$ cat src/rtl/mag_timer.sv
// ---------------------------------------------------------------------------
// mag_timer
//
// Countdown timer sitting at the far end of the magnetron-control interface.
// Keypad digits are shifted in as an M:SS cook time, and the time counts down
// at one step per second while the control block holds the magnetron enable
// high. The timer owns the cook-time register and the seconds prescaler. It
// reports completion back to the control block. It never decides by itself
// when the magnetron runs.
//
// Parameters
//   TICK_DIV     clk cycles per second of countdown (minimum 2)
//
// Ports
//   clk          system clock, all state updates on the rising edge
//   rst          synchronous active-high reset
//   mag_on       magnetron enable, countdown runs only while high
//   clearn       active-low clear button, sampled synchronously
//   digit_valid  one-cycle strobe marking a new keypad entry on digit
//   digit        BCD keypad value (10-15 are ignored)
//   sec_ones     BCD seconds units of the stored time
//   sec_tens     BCD seconds tens of the stored time
//   min_ones     BCD minutes of the stored time
//   timer_done   high while the stored time is 0:00
//   done_pulse   one-cycle pulse after a countdown step lands on 0:00
// ---------------------------------------------------------------------------
module mag_timer #(
    parameter int TICK_DIV = 100
) (
    input  logic       clk,
    input  logic       rst,
    input  logic       mag_on,
    input  logic       clearn,
    input  logic       digit_valid,
    input  logic [3:0] digit,
    output logic [3:0] sec_ones,
    output logic [3:0] sec_tens,
    output logic [3:0] min_ones,
    output logic       timer_done,
    output logic       done_pulse
);

    // The prescaler must be able to hold TICK_DIV-1. A one-bit counter is
    // still needed when TICK_DIV is 2, because $clog2(2) is 1.
    localparam int PW = (TICK_DIV > 2) ? $clog2(TICK_DIV) : 1;
    localparam logic [PW-1:0] TICK_LAST = PW'(TICK_DIV - 1);

    // Each clock edge does exactly one of these actions. They are listed in
    // priority order. Reset is not listed because it is handled in the
    // register block.
    typedef enum logic [2:0] {
        ACT_HOLD,
        ACT_CLEAR,
        ACT_COUNT,
        ACT_DECR,
        ACT_ENTER
    } action_e;

    action_e action;

    logic [3:0]    secOnes_q, secOnes_d;
    logic [3:0]    secTens_q, secTens_d;
    logic [3:0]    minOnes_q, minOnes_d;
    logic [PW-1:0] presc_q,   presc_d;
    logic          done_q,    done_d;
    logic          pulse_q,   pulse_d;

    logic timeZero;
    logic running;
    logic digitLegal;

    // The stored time counts as zero only when all three digits are zero.
    // The countdown runs only while the magnetron is on and some time is
    // left. At 0:00 everything freezes, which avoids wrapping to 9:59.
    assign timeZero   = (secOnes_q == 4'd0) && (secTens_q == 4'd0) && (minOnes_q == 4'd0);
    assign running    = mag_on && !timeZero;
    assign digitLegal = (digit <= 4'd9);

    // Pick this edge's action. Clear beats the countdown, and the countdown
    // beats keypad entry. Keypad entry is locked out whenever the magnetron
    // is on, even when the time is already 0:00 and nothing is counting.
    always_comb begin
        action = ACT_HOLD;
        if (!clearn) begin
            action = ACT_CLEAR;
        end else if (running) begin
            if (presc_q == TICK_LAST) begin
                action = ACT_DECR;
            end else begin
                action = ACT_COUNT;
            end
        end else if (digit_valid && !mag_on && digitLegal) begin
            action = ACT_ENTER;
        end
    end

    // Next-state datapath. The prescaler defaults to zero. As a result, any
    // edge that is not counting (paused, idle, cleared or at 0:00) discards a
    // partial second, and the next start gets a full second.
    //
    // The decrement borrows like a BCD down-counter. The one special case is
    // a borrow from minutes, which reloads the tens digit to 5. Tens values
    // of 6-9 typed at the keypad are never normalised. They simply count
    // down until the next borrow.
    always_comb begin
        secOnes_d = secOnes_q;
        secTens_d = secTens_q;
        minOnes_d = minOnes_q;
        presc_d   = '0;
        pulse_d   = 1'b0;

        unique case (action)
            ACT_CLEAR: begin
                secOnes_d = 4'd0;
                secTens_d = 4'd0;
                minOnes_d = 4'd0;
            end
            ACT_COUNT: begin
                presc_d = presc_q + 1'b1;
            end
            ACT_DECR: begin
                if (secOnes_q != 4'd0) begin
                    secOnes_d = secOnes_q - 4'd1;
                end else begin
                    secOnes_d = 4'd9;
                    if (secTens_q != 4'd0) begin
                        secTens_d = secTens_q - 4'd1;
                    end else begin
                        secTens_d = 4'd5;
                        minOnes_d = minOnes_q - 4'd1;
                    end
                end
                // Only a step from 0:01 can land on zero. The step is
                // flagged here, so clear and reset can never fire the pulse.
                pulse_d = (secOnes_q == 4'd1) && (secTens_q == 4'd0) && (minOnes_q == 4'd0);
            end
            ACT_ENTER: begin
                minOnes_d = secTens_q;
                secTens_d = secOnes_q;
                secOnes_d = digit;
            end
            default: begin
            end
        endcase

        // The done flag is registered from the next-state time. It therefore
        // changes on the same edge as the digits and never lags by a cycle.
        done_d = (secOnes_d == 4'd0) && (secTens_d == 4'd0) && (minOnes_d == 4'd0);
    end

    // State register. Reset wins over everything and leaves the timer at
    // 0:00 with done asserted. This matches what a clear produces.
    always_ff @(posedge clk) begin
        if (rst) begin
            secOnes_q <= 4'd0;
            secTens_q <= 4'd0;
            minOnes_q <= 4'd0;
            presc_q   <= '0;
            done_q    <= 1'b1;
            pulse_q   <= 1'b0;
        end else begin
            secOnes_q <= secOnes_d;
            secTens_q <= secTens_d;
            minOnes_q <= minOnes_d;
            presc_q   <= presc_d;
            done_q    <= done_d;
            pulse_q   <= pulse_d;
        end
    end

    assign sec_ones   = secOnes_q;
    assign sec_tens   = secTens_q;
    assign min_ones   = minOnes_q;
    assign timer_done = done_q;
    assign done_pulse = pulse_q;

endmodule

$ cat config.mk
export PLATFORM = sky130hd
export DESIGN_NAME = mag_timer
export DESIGN_NICKNAME = d
export VERILOG_FILES = /design/src/rtl/mag_timer.sv
export SDC_FILE = /design/constraint.sdc
export NUM_CORES = 1
export LEC_CHECK = 0
export CELL_PAD_IN_SITES_DETAIL_PLACEMENT = 0
export CELL_PAD_IN_SITES_GLOBAL_PLACEMENT = 1
export CORE_MARGIN = 2
export CORE_UTILIZATION = 41
export CTS_CLUSTER_SIZE = 14
export DETAILED_ROUTE_END_ITERATION = 7
export GPL_ROUTABILITY_DRIVEN = 0
export GPL_TIMING_DRIVEN = 0
export PLACE_DENSITY_LB_ADDON = 0.25
export SLEW_MARGIN = 25
export SYNTH_ARGS = -nofsm -noshare
export SYNTH_HDL_FRONTEND = slang
export SYNTH_SLANG_ARGS = --single-unit
$ cat constraint.sdc
create_clock -name clk -period 5.46 [get_ports clk]
set_input_delay 1.092 -clock clk [delete_from_list [all_inputs] [get_ports clk]]
set_output_delay 1.092 -clock clk [all_outputs]
set_load 0.02 [all_outputs]
==> results.sh <==
export IMPL_status="finished clean"
export IMPL_r2r_end="timer_done$_SDFF_PP1_"
export IMPL_die_y_um=60.4
export IMPL_met2_usage_pct=30.0
export IMPL_rows=20
export IMPL_netlist_area_sq_um=1310
export IMPL_ant_nets=0
export IMPL_worstSetupStartpoint="mag_on"
export IMPL_grt_pass1_vias=1128
export IMPL_maxCapViolations=0
export IMPL_initial_utilization_pct=42.8
export IMPL_crit_end="timer_done$_SDFF_PP1_"
export IMPL_vias_per_cell=5.70
export IMPL_die_w_um=60.4
export IMPL_postSynth_asyncResetShare_pct=0
export IMPL_area_growth_syn_to_layout_pct=23.1
export IMPL_clk_latency_ps=310
export IMPL_grt_overflow_total=0
export IMPL_cts_root_buf="clkbuf_4"
export IMPL_final_area_sq_um=1610
export IMPL_final_nets=195
export IMPL_synthCells=153
export IMPL_clock_path_buffers=2
export IMPL_synth_edf_count=0
export IMPL_fin_crit_sh_pct=53.1
export IMPL_slew_headroom_pct=60.8
export IMPL_fin_setup_tns_ps=0
export IMPL_grt_pass1_wl_um=5520
export IMPL_grt_max_degree=12
export IMPL_final_common_cell="clkdlybuf4s50_1"
export IMPL_p_leak_nw=0.534
export IMPL_dieArea_sq_um=3650
export IMPL_ys_types=53
export IMPL_cts_tree="yes"
export IMPL_final_cell_mix="clkdlybuf4s50_1 (22), dfxtp_1 (21), nor2_1 (19)"
export IMPL_ir_drop_v=0.0000951
export IMPL_endpoint_kind="flop"
export IMPL_numPortBuffers=22
export IMPL_cts_buffers=3
export IMPL_fin_skew_ps=9.60
export IMPL_hold_buffers=0
export IMPL_first_pass_iters=4
export IMPL_rr_startpoint="sec_ones[1]$_SDFF_PP0_"
export IMPL_pre_cts_ws_ps=2240
export IMPL_worst_slew_pin_slew_ps=585
export IMPL_clkSinkCount=21
export IMPL_vias=1272
export IMPL_crit_type="primary input to flop"
export IMPL_synth_ff_type="dfxtp_1"
export IMPL_drt_wl_total_um=3280
export IMPL_clk_pin_slew_ps=130
export IMPL_critical_path_max_stage_delay_ps=530
export IMPL_grt_use_met3_pct=3.20
export IMPL_ctsResizeCount=0
export IMPL_required_ps=5700
export IMPL_fmax_ghz=0.345
export IMPL_post_route_worst_setup_slack_ps=2560
export IMPL_grt_most_used_layer="met2"
export IMPL_initialDrtViolationCount=62
export IMPL_postCtsSetupRepairBufs=0
export IMPL_reg2reg_slack_ps=3070
export IMPL_syn_nets=168
export IMPL_coreArea_sq_um=3050
export IMPL_multi_input_area_sq_um=825
export IMPL_io_pins=23
export IMPL_rsz0062_at_grt="no"
export IMPL_regArea_sq_um=420
export IMPL_yosysWarnings=0
export IMPL_r2r_cells=9
export IMPL_crit_path_start_kind="primary input"
export IMPL_grt_usage_pct=20.0
export IMPL_ys_seq_area_share_pct=32.2
export IMPL_met1_usage_pct=29.3
export IMPL_worstPathArrival_ps=3140
export IMPL_wire_per_inst_um=14.7
export IMPL_fin_crit_ps=2900
export IMPL_diodes=0
export IMPL_htreeDepth=1
export IMPL_worstPathMaxFanout=10
export IMPL_drc=0
export IMPL_critPathSlowestCell="clkdlybuf4s50_1"
export IMPL_p_per_area_nw_per_um2=163
export IMPL_syn_avg_cell_area_sq_um=8.54
export IMPL_grt_antenna_before_repair=0
export IMPL_crit_chain="clkdlybuf4s50_1, and4b_1, nand3_2, buf_6, o21a_1, o21ai_0, nand4_1, o31ai_2"
export IMPL_synth_seq_cells=21
export IMPL_hpwl_um=2410
export IMPL_finalHoldViolCount=0
export IMPL_hp_class="flop to flop"
export IMPL_final_max_slew_viol_count=0
export IMPL_setup_viol=0
export IMPL_place_area_sq_um=1580
export IMPL_nFillCells=301
export IMPL_drive_gt1_share_pct=11.2
==> area by class of cell <==
class                      count  area share [%]
tap                           44            3.42
timing repair buffer          22            13.7
clock buffer                   4            1.63
sequential                    21            26.1
buffer                         6            2.18
inverter                       7            1.63
multi-input combinational    119            51.3
==> synth_stat cells, drive strengths merged (2+ instances only) <==
library cell / number / area share (%)
o31ai: 4 / 3.1
dfxtp: 21 / 32
nor4: 6 / 3.4
buf: 3 / 1.8
or4: 2 / 1.2
or3: 2 / 1.1
nor2: 19 / 5.5
clkbuf: 3 / 0.86
o21ai: 7 / 2.7
a21oi: 7 / 2.7
and3: 2 / 1.1
nor3b: 4 / 3.1
o31a: 3 / 2.0
o311a: 2 / 1.5
xor2: 2 / 1.3
nand2b: 2 / 0.96
o21ba: 2 / 1.5
nand2: 8 / 2.3
nand4: 4 / 1.9
o211ai: 3 / 1.7
nor3: 5 / 1.9
xnor2: 3 / 2.0
ha: 6 / 5.7
o21a: 4 / 2.3
inv: 7 / 2.0
nand3: 5 / 2.3
==> worst min path at each step <==
stage | from | endpoint | slack, ps | cells past startpoint
final | presc_q[0]$_SDFF_PP0_ | presc_q[0]$_SDFF_PP0_ | 450 | 1
after global routing | presc_q[0]$_SDFF_PP0_ | presc_q[0]$_SDFF_PP0_ | 490 | 1
after CTS | presc_q[0]$_SDFF_PP0_ | presc_q[0]$_SDFF_PP0_ | 450 | 1
after detailed placement | presc_q[0]$_SDFF_PP0_ | presc_q[0]$_SDFF_PP0_ | 430 | 1
after global placement | presc_q[0]$_SDFF_PP0_ | presc_q[0]$_SDFF_PP0_ | 430 | 1
after floorplan | presc_q[0]$_SDFF_PP0_ | presc_q[0]$_SDFF_PP0_ | 410 | 1
==> report_power, final <==
group / leakage (nW) / total, W / switching [W] / internal [W]
Combinational: 0.350 / 0.0000272 / 0.0000152 / 0.0000120
Clock: 0.0150 / 0.0000792 / 0.0000507 / 0.0000285
Sequential: 0.169 / 0.000155 / 0.00000114 / 0.000154
Total: 0.534 / 0.000262 / 0.0000669 / 0.000195
==> logic make-up (layout without fill, tap and decap cells) <==
family / count (synthesis) / in the layout / share of synthesized area, %
AOI/OAI and AO/OA: 38 / 38 / 22.3
xor gates and xnor gates: 5 / 5 / 3.35
adders and majority gates: 6 / 6 / 5.75
buffers and inverters: 13 / 39 / 4.69
DFF: 21 / 21 / 32.2
muxes: 1 / 1 / 0.766
and+or+nand+nor: 69 / 69 / 30.9
==> registers in the layout (all words and copies together) (netlist names) <==
name / flops
min_ones: 4
sec_ones: 4
presc_q: 7
done_pulse: 1
sec_tens: 4
timer_done: 1
==> routing by layer <==
| metal | part of all wire, % | vias to the layer above | wire length [um] |
|---|---|---|---|
| met5 | 0 | - | 0 |
| met4 | 0.82 | 0 | 27 |
| met3 | 6.3 | 4 | 207 |
| met2 | 45 | 40 | 1480 |
| met1 | 48 | 607 | 1560 |
| li1 | - | 621 | - |
==> critical path: cells and delay by family <==
family / cells / cell delay (ps)
AO/OA/AOI/OAI: 3 / 730
buffers and inverters: 2 / 710
AND/OR/NAND/NOR: 3 / 600
==> metrics by stage <==
stage / util, % / cells / power (W) / hold slack, ps
finish: 52.7 / 223 / 0.000262 / 453
global route: 52.7 / 223 / 0.000274 / 490
CTS: 52.7 / 223 / 0.000261 / 454
detailed placement: 51.8 / 219 / 0.000186 / 435
global placement: 51.8 / 219 / 0.000186 / 425
floorplan: - / 153 / 0.000172 / 413
No activity file was read; power rests on OpenSTA's default activity.
